<file path="src/rtl/mem_arb_pkg.sv">
// Shared types and constants for the memory request arbiter.
// Imported by the arbiter top and its starvation counter.
package mem_arb_pkg;

    typedef enum logic [1:0] {
        S_IDLE  = 2'd0,
        S_BUSY  = 2'd1,
        S_ABORT = 2'd2
    } arb_state_t;

    typedef enum logic [1:0] {
        G_NONE = 2'd0,
        G_IF   = 2'd1,
        G_LD   = 2'd2,
        G_ST   = 2'd3
    } arb_grant_t;

    localparam logic [1:0] SZ_BYTE  = 2'b00;
    localparam logic [1:0] SZ_HALF  = 2'b01;
    localparam logic [1:0] SZ_WORD  = 2'b10;
    localparam logic [2:0] LEN_WORD = 3'b010;

endpackage

</file>
<file path="src/rtl/mem_arb_age.sv">
// Saturating starvation counter for the fetch requester.
// Boost asserts once enough non-fetch grants passed fetch by.
module mem_arb_age
    import mem_arb_pkg::*;
#(
    parameter int unsigned STARVE_LIMIT = 4
) (
    input  logic i_clk,
    input  logic i_rst,
    input  logic i_en,
    input  logic i_inc,
    input  logic i_clr,
    output logic o_boost
);

    localparam logic [3:0] LIMIT = 4'(STARVE_LIMIT);

    logic [3:0] r_cnt;

    // Clear wins over increment; count saturates at 15.
    always_ff @(posedge i_clk or posedge i_rst) begin
        if (i_rst) begin
            r_cnt <= '0;
        end else if (i_en) begin
            if (i_clr) begin
                r_cnt <= '0;
            end else if (i_inc && (r_cnt != 4'hF)) begin
                r_cnt <= r_cnt + 4'd1;
            end
        end
    end

    assign o_boost = (r_cnt >= LIMIT);

endmodule

</file>
<file path="src/rtl/mem_req_arbiter.sv">
// Arbitrates fetch, load and committed-store traffic onto one
// memory controller; one transaction in flight, flush-aware.
module mem_req_arbiter
    import mem_arb_pkg::*;
#(
    parameter int unsigned STARVE_LIMIT = 4
) (
    input  logic        clk_in,
    input  logic        rst_in,
    input  logic        rdy_in,
    input  logic        rob_clear,
    input  logic        if_valid,
    input  logic [31:0] if_addr,
    output logic        if_ready,
    output logic [31:0] if_data,
    input  logic        ld_valid,
    input  logic [31:0] ld_addr,
    input  logic [2:0]  ld_size,
    output logic        ld_ready,
    output logic [31:0] ld_data,
    input  logic        st_valid,
    input  logic [31:0] st_addr,
    input  logic [2:0]  st_size,
    input  logic [31:0] st_data,
    output logic        st_ready,
    output logic        mc_valid,
    output logic        mc_wr,
    output logic [31:0] mc_addr,
    output logic [2:0]  mc_len,
    output logic [31:0] mc_data,
    output logic        mc_abort,
    input  logic        mc_ready,
    input  logic [31:0] mc_res
);

    arb_state_t  r_state, w_nxt_state;
    arb_grant_t  r_grant, w_nxt_grant, w_pick;
    logic        r_mc_valid, w_nxt_valid;
    logic        r_mc_wr, w_nxt_wr;
    logic [31:0] r_mc_addr, w_nxt_addr;
    logic [2:0]  r_mc_len, w_nxt_len;
    logic [31:0] r_mc_data, w_nxt_data;
    logic        r_mc_abort, w_nxt_abort;
    logic        w_inc, w_clr, w_boost, w_done;

    mem_arb_age #(
        .STARVE_LIMIT(STARVE_LIMIT)
    ) u_age (
        .i_clk   (clk_in),
        .i_rst   (rst_in),
        .i_en    (rdy_in),
        .i_inc   (w_inc),
        .i_clr   (w_clr),
        .o_boost (w_boost)
    );

    // Priority select: a flush leaves only the committed store eligible.
    always_comb begin
        w_pick = G_NONE;
        if (rob_clear) begin
            if (st_valid) w_pick = G_ST;
        end else if (w_boost && if_valid) begin
            w_pick = G_IF;
        end else if (st_valid) begin
            w_pick = G_ST;
        end else if (ld_valid) begin
            w_pick = G_LD;
        end else if (if_valid) begin
            w_pick = G_IF;
        end
    end

    // Next-state, grant, controller registers and age control.
    always_comb begin
        w_nxt_state = r_state;
        w_nxt_grant = r_grant;
        w_nxt_valid = r_mc_valid;
        w_nxt_wr    = r_mc_wr;
        w_nxt_addr  = r_mc_addr;
        w_nxt_len   = r_mc_len;
        w_nxt_data  = r_mc_data;
        w_nxt_abort = 1'b0;
        w_inc       = 1'b0;
        w_clr       = !if_valid;
        unique case (r_state)
            S_IDLE: begin
                if (rob_clear) w_clr = 1'b1;
                if (w_pick != G_NONE) begin
                    w_nxt_state = S_BUSY;
                    w_nxt_grant = w_pick;
                    w_nxt_valid = 1'b1;
                    if (w_pick == G_IF) w_clr = 1'b1;
                    else if (if_valid)  w_inc = 1'b1;
                end
                unique case (w_pick)
                    G_IF: begin
                        w_nxt_wr   = 1'b0;
                        w_nxt_addr = if_addr;
                        w_nxt_len  = LEN_WORD;
                        w_nxt_data = '0;
                    end
                    G_LD: begin
                        w_nxt_wr   = 1'b0;
                        w_nxt_addr = ld_addr;
                        w_nxt_len  = ld_size;
                        w_nxt_data = '0;
                    end
                    G_ST: begin
                        w_nxt_wr   = 1'b1;
                        w_nxt_addr = st_addr;
                        w_nxt_len  = st_size;
                        w_nxt_data = st_data;
                    end
                    default: ;
                endcase
            end
            S_BUSY: begin
                if (rob_clear && (r_grant != G_ST)) begin
                    w_nxt_state = S_ABORT;
                    w_nxt_grant = G_NONE;
                    w_nxt_valid = 1'b0;
                    w_nxt_abort = 1'b1;
                end else if (mc_ready) begin
                    w_nxt_state = S_IDLE;
                    w_nxt_grant = G_NONE;
                    w_nxt_valid = 1'b0;
                end
            end
            S_ABORT: begin
                w_nxt_state = S_IDLE;
            end
            default: begin
                w_nxt_state = S_IDLE;
                w_nxt_grant = G_NONE;
                w_nxt_valid = 1'b0;
            end
        endcase
    end

    // State and controller registers; everything freezes while rdy_in is low.
    always_ff @(posedge clk_in or posedge rst_in) begin
        if (rst_in) begin
            r_state    <= S_IDLE;
            r_grant    <= G_NONE;
            r_mc_valid <= 1'b0;
            r_mc_wr    <= 1'b0;
            r_mc_addr  <= '0;
            r_mc_len   <= '0;
            r_mc_data  <= '0;
            r_mc_abort <= 1'b0;
        end else if (rdy_in) begin
            r_state    <= w_nxt_state;
            r_grant    <= w_nxt_grant;
            r_mc_valid <= w_nxt_valid;
            r_mc_wr    <= w_nxt_wr;
            r_mc_addr  <= w_nxt_addr;
            r_mc_len   <= w_nxt_len;
            r_mc_data  <= w_nxt_data;
            r_mc_abort <= w_nxt_abort;
        end
    end

    assign w_done   = mc_ready && (r_state == S_BUSY) && rdy_in;
    assign if_ready = w_done && (r_grant == G_IF) && !rob_clear;
    assign ld_ready = w_done && (r_grant == G_LD) && !rob_clear;
    assign st_ready = w_done && (r_grant == G_ST);
    assign if_data  = mc_res;
    assign ld_data  = mc_res;

    assign mc_valid = r_mc_valid;
    assign mc_wr    = r_mc_wr;
    assign mc_addr  = r_mc_addr;
    assign mc_len   = r_mc_len;
    assign mc_data  = r_mc_data;
    assign mc_abort = r_mc_abort;

endmodule

</file>
<file path="config.mk">
export PLATFORM = sky130hd
export DESIGN_NAME = mem_req_arbiter
export DESIGN_NICKNAME = d
export VERILOG_FILES = /design/src/rtl/mem_arb_pkg.sv /design/src/rtl/mem_arb_age.sv /design/src/rtl/mem_req_arbiter.sv
export SDC_FILE = /design/constraint.sdc
export NUM_CORES = 1
export LEC_CHECK = 0
export CAP_MARGIN = 20
export CORE_AREA = 2 2 122 124
export CTS_CLUSTER_DIAMETER = 40
export CTS_CLUSTER_SIZE = 30
export DETAILED_ROUTE_END_ITERATION = 10
export DIE_AREA = 0 0 124 126
export GPL_TIMING_DRIVEN = 0
export PLACE_DENSITY = 0.77
export SKIP_LAST_GASP = 1
export SLEW_MARGIN = 0
export SYNTH_ARGS = -nofsm -noshare
export SYNTH_HDL_FRONTEND = slang
export SYNTH_HIERARCHICAL = 1
export SYNTH_SLANG_ARGS = --single-unit
export TNS_END_PERCENT = 30
</file>
<file path="constraint.sdc">
create_clock -name clk_in -period 3.85 [get_ports clk_in]
set_clock_uncertainty 0.15 [all_clocks]
set_input_delay 0.77 -clock clk_in [delete_from_list [all_inputs] [get_ports clk_in]]
set_output_delay 0.77 -clock clk_in [all_outputs]
set_load 0.005 [all_outputs]
</file>
# == Word level (Yosys, flattened, before mapping) ==
# Cells that the tools add are included.
# word_totals
input_bits,174
ff_bits,78
word_cells,80
out_inout_bits,137
# classes
magnitude_cmp,1
reduce_logical,23
addsub,1
bitwise,1
eq_ne,12
mux,33
# op_table
operator,n
$pmux 32 s3,1
$pmux 32 s2,1
$mux 2,10
$mux 1,14
$eq 2x2->1 const B,5
$logic_and 1x1->1,10
$pmux 3 s3,1
$reduce_and 3->1,3
$mux 4,2
$eq 2x1->1 const B,3
$pmux 2 s3,1
$reduce_bool 2->1,3
$add 4x1->4 const B,1
$ge 4x3->1 const B,1
$ne 2x2->1 const B,2
$ne 4x4->1 const B,1
$pmux 2 s2,1
$reduce_and 4->1,1
$ne 3x3->1 const B,1
$pmux 1 s3,1
$reduce_bool 3->1,1
$logic_not 1->1,2
$logic_not 2->1,1
$pmux 1 s2,1
other kinds (3),3

# == Logic depth before layout (Yosys ltp) ==
# depth
depth_word,12
depth_mapped,9
mapped_depth_nobuf,8

# == Cells and area by module ==
# The synthesis kept the hierarchy.
# modules_own_cells
mod,seq_area_each_um2,area_per_inst_um2,instances,cells_each
mem_req_arbiter,1851.8,3727.3,1,352
mem_arb_age,100.1,230.2,1,24

# == Least setup slack after synthesis ==
# No wires, ideal clock.
# synth_path
kind,input -> register
from,input ld_valid
to,register u_age.r_cnt[0]
setup_time_ps,129
path_slack_ps,1271
stages,8
t_required_ps,3571
t_arrival_ps,2300
n_path_buf,1
path_cell_list,nor2b_1 -> o21ai_1 -> buf_2 -> a21oi_1 -> o31ai_1 -> and4b_1 -> o21ai_0 -> o21ai_0
# synth_between
elab_cells_between_ends,16
cone_classes,eq/ne: 1; mux: 11; reduce/logical: 4
# synth_lines
element,line,text
from (decl),mem_req_arbiter.sv:16,"input logic ld_valid,"
$mux 2 *,mem_req_arbiter.sv:66,end else if (ld_valid) begin
$mux 2 *,mem_req_arbiter.sv:64,end else if (st_valid) begin
$mux 2 *,mem_req_arbiter.sv:62,end else if (w_boost && if_valid) begin
$mux 2 *,mem_req_arbiter.sv:60,if (rob_clear) begin
$eq 2x1->1,mem_req_arbiter.sv:92,if (w_pick == G_IF) w_clr = 1'b1;
$mux 1,mem_req_arbiter.sv:92,
$mux 1 *,mem_req_arbiter.sv:88,if (w_pick != G_NONE) begin
$mux 1 *,mem_req_arbiter.sv:85,unique case (r_state)
via w_clr,mem_req_arbiter.sv:44,"logic w_inc, w_clr, w_boost, w_done;"
$reduce_bool 2->1 (no source line),n/a,
$reduce_and 2->1 (no source line),n/a,
to (signal assigned),mem_arb_age.sv:28,r_cnt <= r_cnt + 4'd1;
to (decl),mem_arb_age.sv:18,logic [3:0] r_cnt;
# The timed path passes the listed nets; every way through them passes the cells marked *.
# A chain may end at the register's enable or synchronous reset.

# == Worst setup path after layout ==
# layout_path
from,input rdy_in
to,output ld_ready
# layout_between
elab_chain_len,3
# layout_rtl
element,line,text
from (decl),mem_req_arbiter.sv:10,"input logic rdy_in,"
$logic_and 1x1->1,mem_req_arbiter.sv:163,assign w_done = mc_ready && (r_state == S_BUSY) && rdy_in;
$logic_and 1x1->1 (2 in series),mem_req_arbiter.sv:165,assign ld_ready = w_done && (r_grant == G_LD) && !rob_clear;
to (decl),mem_req_arbiter.sv:19,"output logic ld_ready,"
# Every way passes these cells.

==> run_results.csv <==
group,metric,value,unit
run_status,status,"finished clean",
clock_network,cts_buffers,9,
die,core-area,14300,um^2
pwr,power_frac_comb,0.439,
logic_synthesis,syn_area,3960,um^2
logic_synthesis,yosys.area.top_type,"dfrtp_1",
drt,wl_per_cell,17.2,um
critical_path,crit_chain,"clkdlybuf4s50_1 > nand3_1 > nor4b_1 > clkdlybuf4s50_1",
layout,fin_nets,841,
critical_path,required,2930,ps
drt,wl_met1,5.22,mm
hold_path,hp-class,"register to register",
logic_synthesis,ys_ff_latch,78,
pwr,total_leakage_power,3.07,nW
logic_synthesis,syn_nets,551,
place,gp_congestion,0.791,
pwr,peakVddDrop,0.232,mV
clock_network,htreeDepth,3,
drt,dr.first_iter.drc_count,295,
drt,ant_nets,0,
clock_network,cts_sinks,78,
layout,nFillCells,1316,
timing,rsz0062_at_grt,"false",
layout,drive_gt1_frac,0.151,
timing,max_freq,280,MHz
place,pre_cts_ws,-202,ps
die,rows,44,
clock_network,clk_pin_slew_worst_paths,60,ps
logic_synthesis,synth_seq_area_share,0.493,
global_routing,grt_usage,0.185,
pwr,p_clk_frac,0.210,
drt,drt_wl_total,14.7,mm
die,dieArea,15600,um^2
critical_path,slowest_delay,740,ps
critical_path,worst-path-buf-inv,2,
logic_synthesis,synth_edf_count,0,
critical_path,critPathKind,"primary input to output port",
timing,layout_setup_ws,276,ps
logic_synthesis,synth.top_cell.area_share,0.493,
global_routing,grt_max_degree,42,
logic_synthesis,synth_cell_types,43,
timing,setup_viol,0,
timing,period_needed,3570,ps
timing,finalHoldViolCount,0,
clock_network,cts_root_buffer,"clkbuf_16",
place,hpwl,11.9,mm
critical_path,cp_slowest_cell,"clkdlybuf4s50_1",
drt,via_per_inst,4.92,
pwr,power_switching,1.22,mW
critical_path,path_depth,4,
hold_path,min_from,"mc_wr",
timing,slew_violations,0,
hold_path,min_to,"mc_wr",
critical_path,cpMostUsedCell,"clkdlybuf4s50_1",
logic_synthesis,postSynthCellCount,376,
layout,areaGrowthSynthToFinish,84.4,%
drt,vias,4210,
critical_path,critical-path-top-delay-family,"buffers and inverters",
clock_network,clockBufferDepth,2,
logic_synthesis,postSynth.asyncResetShare,1.00,
clock_network,cts_tree,"yes",
global_routing,grt_pass1_vias,4303,
logic_synthesis,ys.flop_type,"dfrtp_1",
timing,tightest_slew,819,ps
die,start_util,0.276,
logic_synthesis,avgSynthCellArea,10.5,um^2
clock_network,worst_skew_pair.late_latency,340,ps
drt,drt-pass1-iter-count,8,
critical_path,crit_path_end_kind,"output port",
drt,route.met2.wl,7.28,mm
timing,period_share,0.928,
place,place.port_buffers,278,
clock_network,cts_hold_buffers,0,
die,die_h,126,um
logic_synthesis,yosysWarnings,6,
drt,dr.max_layer_used,"met4",
global_routing,grt_pass1_wl,22.1,mm
pwr,power.density,559,nW/um^2
critical_path,r2r-start,"u_age/r_cnt[2]",
global_routing,grt-ovfl-total,0,
pwr,switching_share,0.298,
layout,layout_common_cells,"clkdlybuf4s50_1, dfrtp_1, buf_4",
run,maxCapViolations,0,
drt,route.met3.wl,1.77,mm
pwr,p_seq_frac,0.351,
clock_network,post_cts_buffers,0,
pwr,p_int,2.86,mW
critical_path,rr_endpoint,"u_age/r_cnt[3]",
critical_path,reg2regPathDepth,8,
critical_path,reg2reg_slack,940,ps
global_routing,antenna_found_initial,1,
critical_path,startpoint_type,"primary input",
drt,route.detailed.drc,0,
critical_path,worstPathArrival,2650,ps
layout,mostFrequentLayoutCell,"clkdlybuf4s50_1",
timing,slew_headroom,0.446,
pwr,power,4.08,mW
die,top_level_ports,311,
critical_path,crit_path_max_fanout,14,
logic_synthesis,synth.area.top_cells,"dfrtp_1, buf_4, a222oi_1, a22o_1, a21oi_1",
hold_path,holdPathStages,1,
die,die-width,124,um
==> logic make-up after synthesis <==
logic type	synth area share
AOI/OAI and AO/OA	0.249
buffers and inverters	0.167
DFF	0.493
and+or+nand+nor	0.0797
muxes	0.00790
adders and majority gates	0.00316
==> area by class of cell <==
cell class	count	area, um^2	area share
timing repair buffer	279	2800	0.384
sequential	78	1950	0.267
multi-input combinational	200	1350	0.185
buffer	90	629	0.0862
tap	184	230	0.0315
clock buffer	10	229	0.0314
clock inverter	6	70.1	0.00960
inverter	8	32.5	0.00446
antenna	1	2.50	0.000343
==> power groups by stage <==
| stage | clock [mW] | sequential (mW) | combinational [mW] |
|---|---|---|---|
| 5_1_grt | 0.909 | 1.47 | 1.95 |
| 3_3_place_gp | 0 | 1.42 | 1.77 |
| 4_1_cts | 0.880 | 1.43 | 1.82 |
| 6_report | 0.856 | 1.43 | 1.79 |
| 2_1_floorplan | 0 | 1.44 | 0.637 |
| 3_5_place_dp | 0 | 1.44 | 1.80 |
==> stage by stage <==
stage	utilization	std cells	hold WS, ps	setup TNS [ps]	area, um^2
CTS	0.509	855	329	0	7290
global placement	0.487	838	314	-13600	6970
floorplan	-	376	320	0	3960
finish	0.510	856	328	0	7300
global route	0.510	855	341	0	7300
detailed placement	0.489	839	315	-411	6990
==> how the worst max path moves through the flow <==
stage                   start        endpoint  slack [ps]
floorplan              rst_in        mc_abort        1050
global placement       rst_in     mc_data[21]        -190
detailed placement  rob_clear  u_age/r_cnt[1]        -200
CTS                 rob_clear  u_age/r_cnt[0]         140
global route           rdy_in        if_ready         170
finish                 rdy_in        ld_ready         280
==> flip-flops by register name, indices dropped and copies added (netlist names) <==
name,flops
mc_valid,1
r_state,2
mc_data,32
mc_abort,1
r_grant,2
mc_addr,32
mc_wr,1
mc_len,3
u_age/r_cnt,4
==> routing by layer <==
layer	vias to the layer above	track usage
met3	30	0.0684
met1	1999	0.201
met4	0	0.0872
li1	1927	-
met5	-	0
met2	254	0.316
==> synth_stat cells, types with 2 or more instances <==
master    instances
dfrtp_1          78
buf_4            67
a21oi_1          39
nor2_1           35
a222oi_1         32
a22o_1           32
clkbuf_1         11
o21ai_0          10
nand2_1           9
buf_2             8
inv_1             8
buf_6             4
nand3_1           4
a21o_1            3
nor2b_1           3
nor4b_1           3
mux2i_1           2
o311ai_0          2
o31ai_1           2
==> repair_timing <==
item                                    in CTS  in global routing
resized for setup                            0                  1
endpoints found under the setup margin       0                  2
endpoints found under the hold margin        0                  0
==> worst register-to-register path, delay by kind of cell, from the launching register on <==
family / cells / cell delay (ps)
and+or+nand+nor: 4 / 1470
AOI/OAI and AO/OA: 3 / 490
DFF: 1 / 430
buffers and inverters: 1 / 260
(Power assumes the default switching activity.)
